--- src/rtl/mio_pkg.sv ---
// mio_pkg: definitions shared by the memory-mapped I/O bus blocks.
//   dma_state_t : state encoding of the mio_dma bus-master FSM
//   ADDR_STEP   : byte stride between consecutive 32-bit words
//   RAM/LG/SEG/IO : address-map region codes (address bits [31:28])
//   step_addr() : advance an address by one word when incrementing is enabled

package mio_pkg;

    typedef enum logic [2:0] {
        IDLE = 3'd0,
        REQ  = 3'd1,
        RD   = 3'd2,
        WR   = 3'd3,
        DONE = 3'd4
    } dma_state_t;

    localparam logic [31:0] ADDR_STEP = 32'd4;

    localparam logic [3:0] RAM = 4'h0;
    localparam logic [3:0] LG  = 4'hd;
    localparam logic [3:0] SEG = 4'he;
    localparam logic [3:0] IO  = 4'hf;

    // Wraps modulo 2^32, so 0xFFFFFFFC steps to 0.
    function automatic logic [31:0] step_addr(input logic [31:0] addr, input logic inc);
        return inc ? addr + ADDR_STEP : addr;
    endfunction

endpackage

--- src/rtl/mio_dma.sv ---
// mio_dma: single-channel bus master that copies `len` 32-bit words from a
// source address to a destination address using ordinary read/write cycles.
//
// Ports
//   clk, rst_n            : clock, asynchronous active-low reset
//   start                 : launch pulse, accepted only when idle
//   src_addr, dst_addr    : first source / destination byte addresses
//   len                   : number of words to copy
//   src_inc, dst_inc      : advance the respective address by 4 after each word
//   busy, done, err       : status; done and err are one-cycle pulses
//   bus_req, bus_gnt      : arbiter handshake
//   mem_w, addr_bus,
//   data2bus, data4bus    : bus cycle signals toward the decoder
//
// RD_LAT (1..3) is the number of cycles a read address is held before the
// returned data is sampled.
//
// state | meaning
// ------+-------------------------------------------------------------
// IDLE  | waiting for start
// REQ   | requesting the bus, waiting for grant
// RD    | read cycle on the current source address, RD_LAT cycles long
// WR    | one write cycle to the current destination, advance pointers
// DONE  | one-cycle completion (err flags a rejected misaligned start)

module mio_dma
    import mio_pkg::*;
#(
    parameter int RD_LAT = 1
) (
    input  logic        clk,
    input  logic        rst_n,
    input  logic        start,
    input  logic [31:0] src_addr,
    input  logic [31:0] dst_addr,
    input  logic [7:0]  len,
    input  logic        src_inc,
    input  logic        dst_inc,
    output logic        busy,
    output logic        done,
    output logic        err,
    output logic        bus_req,
    input  logic        bus_gnt,
    output logic        mem_w,
    output logic [31:0] addr_bus,
    output logic [31:0] data2bus,
    input  logic [31:0] data4bus
);

    // Read-latency timer loads RD_LAT-1 and the data is sampled when it hits 0.
    localparam logic [1:0] LAT_LOAD = 2'(RD_LAT - 1);

    dma_state_t  state_q, state_d;
    logic [31:0] src_q, src_d;
    logic [31:0] dst_q, dst_d;
    logic [7:0]  cnt_q, cnt_d;
    logic [1:0]  lat_q, lat_d;
    logic [31:0] buf_q, buf_d;
    logic        src_inc_q, src_inc_d;
    logic        dst_inc_q, dst_inc_d;
    logic        err_q, err_d;

    always_ff @(posedge clk or negedge rst_n) begin
        if (!rst_n) begin
            state_q   <= IDLE;
            src_q     <= '0;
            dst_q     <= '0;
            cnt_q     <= '0;
            lat_q     <= '0;
            buf_q     <= '0;
            src_inc_q <= 1'b0;
            dst_inc_q <= 1'b0;
            err_q     <= 1'b0;
        end else begin
            state_q   <= state_d;
            src_q     <= src_d;
            dst_q     <= dst_d;
            cnt_q     <= cnt_d;
            lat_q     <= lat_d;
            buf_q     <= buf_d;
            src_inc_q <= src_inc_d;
            dst_inc_q <= dst_inc_d;
            err_q     <= err_d;
        end
    end

    always_comb begin
        state_d   = state_q;
        src_d     = src_q;
        dst_d     = dst_q;
        cnt_d     = cnt_q;
        lat_d     = lat_q;
        buf_d     = buf_q;
        src_inc_d = src_inc_q;
        dst_inc_d = dst_inc_q;
        err_d     = err_q;

        case (state_q)
            IDLE: begin
                if (start) begin
                    if ((src_addr[1:0] | dst_addr[1:0]) != 2'b00) begin
                        err_d   = 1'b1;
                        state_d = DONE;
                    end else if (len == 8'd0) begin
                        err_d   = 1'b0;
                        state_d = DONE;
                    end else begin
                        src_d     = src_addr;
                        dst_d     = dst_addr;
                        cnt_d     = len;
                        src_inc_d = src_inc;
                        dst_inc_d = dst_inc;
                        err_d     = 1'b0;
                        state_d   = REQ;
                    end
                end
            end

            REQ: begin
                if (bus_gnt) begin
                    lat_d   = LAT_LOAD;
                    state_d = RD;
                end
            end

            RD: begin
                if (lat_q == 2'd0) begin
                    buf_d   = data4bus;
                    state_d = WR;
                end else begin
                    lat_d = lat_q - 2'd1;
                end
            end

            WR: begin
                cnt_d = cnt_q - 8'd1;
                src_d = step_addr(src_q, src_inc_q);
                dst_d = step_addr(dst_q, dst_inc_q);
                // cnt_q still holds the count before this word retires.
                if (cnt_q == 8'd1) begin
                    state_d = DONE;
                end else if (bus_gnt) begin
                    lat_d   = LAT_LOAD;
                    state_d = RD;
                end else begin
                    state_d = REQ;
                end
            end

            DONE: begin
                err_d   = 1'b0;
                state_d = IDLE;
            end

            default: begin
                state_d = IDLE;
            end
        endcase
    end

    // Bus outputs are forced to 0 outside RD/WR so they can be ORed with the CPU.
    assign busy     = (state_q != IDLE);
    assign done     = (state_q == DONE);
    assign err      = (state_q == DONE) && err_q;
    assign bus_req  = (state_q == REQ) || (state_q == RD) || (state_q == WR);
    assign mem_w    = (state_q == WR);
    assign addr_bus = (state_q == RD) ? src_q :
                      (state_q == WR) ? dst_q : 32'h0;
    assign data2bus = (state_q == WR) ? buf_q : 32'h0;

endmodule

--- config.mk ---
export PLATFORM = sky130hd
export DESIGN_NAME = mio_dma
export DESIGN_NICKNAME = d
export VERILOG_FILES = /design/src/rtl/mio_pkg.sv /design/src/rtl/mio_dma.sv
export SDC_FILE = /design/constraint.sdc
export NUM_CORES = 1
export LEC_CHECK = 0
export CAP_MARGIN = 20
export CORE_ASPECT_RATIO = 0.7
export CORE_UTILIZATION = 49
export CTS_CLUSTER_SIZE = 16
export DETAILED_ROUTE_END_ITERATION = 16
export PLACE_DENSITY_LB_ADDON = 0.12
export RECOVER_POWER = 100
export SKIP_LAST_GASP = 1
export SYNTH_ARGS = -nofsm -noshare
export SYNTH_HDL_FRONTEND = slang
export SYNTH_SLANG_ARGS = --single-unit
--- constraint.sdc ---
create_clock -name clk -period 2.8 [get_ports clk]
set_clock_uncertainty 0.15 [all_clocks]
set_input_delay 0.28 -clock clk [delete_from_list [all_inputs] [get_ports clk]]
set_output_delay 0.28 -clock clk [all_outputs]
set_load 0.05 [all_outputs]
==> metrics.txt <==
WP data arrival=between 2 and 2.5 ns; crit-path max FO=41; antenna violation net count after detailed routing=0; Final setup violation count=0; top-count cell post-synth=dfrtp_1; largest cells by area after synthesis=dfrtp_1, mux2_2, a21oi_1; Tot GR Track Use=between 20 and 30%; Worst R2R Path Depth=8; Seq/Total Area, Yosys=about 42%; syn_area_per_cell=just under 9 um^2; Area Overhead vs Synth=40.0%; core area=approximately 0.013 mm^2; Final Max Tran Viols=0; GPL Wtd Cong=0.868; Final period util=94.7%; Worst Setup End Kind=output port; top-area cell type share of the netlist area=42.4%; clock buffer depth=2; Final Hold Viols=0; DR pass1 iterations=5; # diodes=0; TNS Setup=0 ns; maximum vdd drop=~400 uV; cell taking the most area after synthesis=dfrtp_1; Post-route DRC=0; routed vias/inst=6.00; clk slew on worst S/H paths=about 0.080 ns; Slew headroom=0.289%; Avg WL per Cell=18.3 um; CTS buffer count=9; P_leak=3.79 nW; hold crit path type=reg2reg; top cells by count, synth=dfrtp_1, a21oi_1, nand2_1; total grt overflow=0; status=finished with violations; sequential share of power=between 30% and 40%; clock sink count=112; largest net degree at the start of global routing=between 50 and 60; clock network fraction of design power=16.3%; DIE AREA=~0.014 mm^2; initial antenna violation count=0; Post-synth EDFFs=0; Unique masters post-synth=51; starting density of the core=50.2%; I/O pin count=roughly 180; Mapped Cells=around 750; IO Port Bufs=between 150 and 200; Routed Wire Length=roughly 20,000 um; Detailed Route Iter0 Violations=about 650; Comb power frac=roughly 44%; CTS tree=built; crit-path cells=inv_1 > nand3_2 > inv_4 > buf_6 > a22o_1 > clkbuf_4; FF+latch count, synth=112; Vias=6,530; kind of critical path=reg2out; Clk Latency, worst-skew pair=0.35 ns; die height=between 90 and 100 um; Area after DPL=~0.0092 mm^2; slowest stage cell, crit path=dfrtp_1; Main synth FF type=dfrtp_1; CP peak stage delay=between 0.4 and 0.5 ns; worst path required time=2.37 ns; failing checks=capacitance limit; Hold Path Stages=1; pwr dens=909 mW/mm^2; Worst Hold Slack=0.344 ns; post-layout minimum cycle time=2.65 ns; Post-DP HPWL=between 10,000 and 15,000 um; Net Sw Frac=43.5%; synthesized area=between 0.006 and 0.007 mm^2; FP Rows=35; Psw=3.66 mW; RSZ-0062 raised after global routing=no; Mapped Nets=between 800 and 900; htree depth=3; maxcap violations=1; Finished Cell Area=about 0.0093 mm^2; P_int=~4.8 mW; first-pass GRT wire length=~32,000 um; Async SR Flop Fraction=100%; Post-CTS Setup Bufs=0; synth warn=0; CTS root buf=clkbuf_16; share of layout cells above drive strength 1=16.6%; Tightest Pin Transition=1.50 ns; vias in the first global route=between 6,000 and 7,000; fmax=about 380 MHz; Die Width=about 140 um; nature of the critical path startpoint=flip-flop; Nets=1,014
[layout by cell type, fill, tap and decap left out, drive strengths merged, types with 13 or more instances in the layout]
| cell | count |
|---|---|
| nor2 | 53 |
| o21ai | 43 |
| a22o | 22 |
| nand4 | 20 |
| nor3 | 13 |
| nand3 | 29 |
| buf | 65 |
| o22a | 17 |
| nand2 | 76 |
| mux2 | 35 |
| a21oi | 78 |
| and2 | 42 |
| a31oi | 14 |
| inv | 19 |
| dfrtp | 112 |
| o22ai | 24 |
| clkbuf | 34 |
| clkdlybuf4s50 | 107 |
[kinds of logic (layout without fill, tap and decap cells)]
group | after synthesis | in the layout | share of synthesized area [%]
AO/OA/AOI/OAI | 243 | 243 | 24.0
adder cells (fa/ha/maj) | 5 | 5 | 0.946
buffers and inverters | 75 | 234 | 5.35
flip-flops | 112 | 112 | 42.4
multiplexers | 38 | 38 | 6.41
AND/OR/NAND/NOR | 272 | 272 | 20.9
[routing by layer]
layer,wire [um],GRT usage [%],share of wire (%)
met5,0,0,0
met2,9030,45.1,45
met4,175,5.02,0.88
met1,9070,42.3,46
met3,1660,6.60,8.3
[final timing paths]
path / startpoint / slack, ns / end
worst max-delay path: state_q[2]$_DFFE_PN0P_ / 0.15 / addr_bus[3]
worst min-delay path: dst_q[0]$_DFFE_PN0P_ / 0.34 / dst_q[0]$_DFFE_PN0P_
worst max register to register: state_q[2]$_DFFE_PN0P_ / 0.27 / dst_q[12]$_DFFE_PN0P_
worst min register to register: dst_q[0]$_DFFE_PN0P_ / 0.34 / dst_q[0]$_DFFE_PN0P_
max in group asynchronous: rst_n / 0.60 / buf_q[28]$_DFFE_PN0P_
min in group asynchronous: rst_n / 0.70 / dst_inc_q$_DFFE_PN0P_
[cell type report]
type | instances | area, um^2
Sequential cell | 112 | 2800
Timing Repair Buffer | 202 | 2400
Clock inverter | 6 | 85.1
Inverter | 16 | 62.6
Fill cell | 1043 | 3920
Clock buffer | 10 | 229
Multi-Input combinational cell | 558 | 3450
Tap cell | 185 | 231
[power groups by stage]
stage / logic, mW / registers, mW / clock network, mW
floorplan: 2.64 / 2.91 / 0
finish: 3.71 / 3.33 / 1.37
detailed placement: 4.02 / 3.32 / 0
CTS: 4.03 / 3.29 / 1.41
global placement: 3.89 / 3.24 / 0
global route: 3.97 / 3.45 / 1.45
[stage by stage]
stage / cells / worst slack (ns) / utilization (%) / power [mW]
floorplan: 745 / 0.0874 / - / 5.54
global placement: 1072 / 0.237 / 70.1 / 7.13
detailed placement: 1072 / 0.229 / 70.1 / 7.33
CTS: 1089 / 0.177 / 72.6 / 8.72
global route: 1089 / 0.0458 / 70.3 / 8.87
finish: 1089 / 0.149 / 70.3 / 8.41
[registers in the layout, indices dropped and copies added (netlist names)]
name,cells
buf_q,32
dst_q,32
src_q,32
cnt_q,8
state_q,3
lat_q,2
dst_inc_q,1
err_q,1
src_inc_q,1
[critical path, delay by kind of cell (launching register included)]
family          cells  cell delay [ns]
simple gates        1             0.12
flops               1             0.49
buf+inv             4             1.03
compound gates      1             0.21
[repair_timing]
item,in CTS,in global routing
endpoints found under the hold margin,52,0
setup endpoints to repair,0,1
hold buffers,1,0
resized for setup,0,1
No activity file was read; power rests on OpenSTA's default activity.
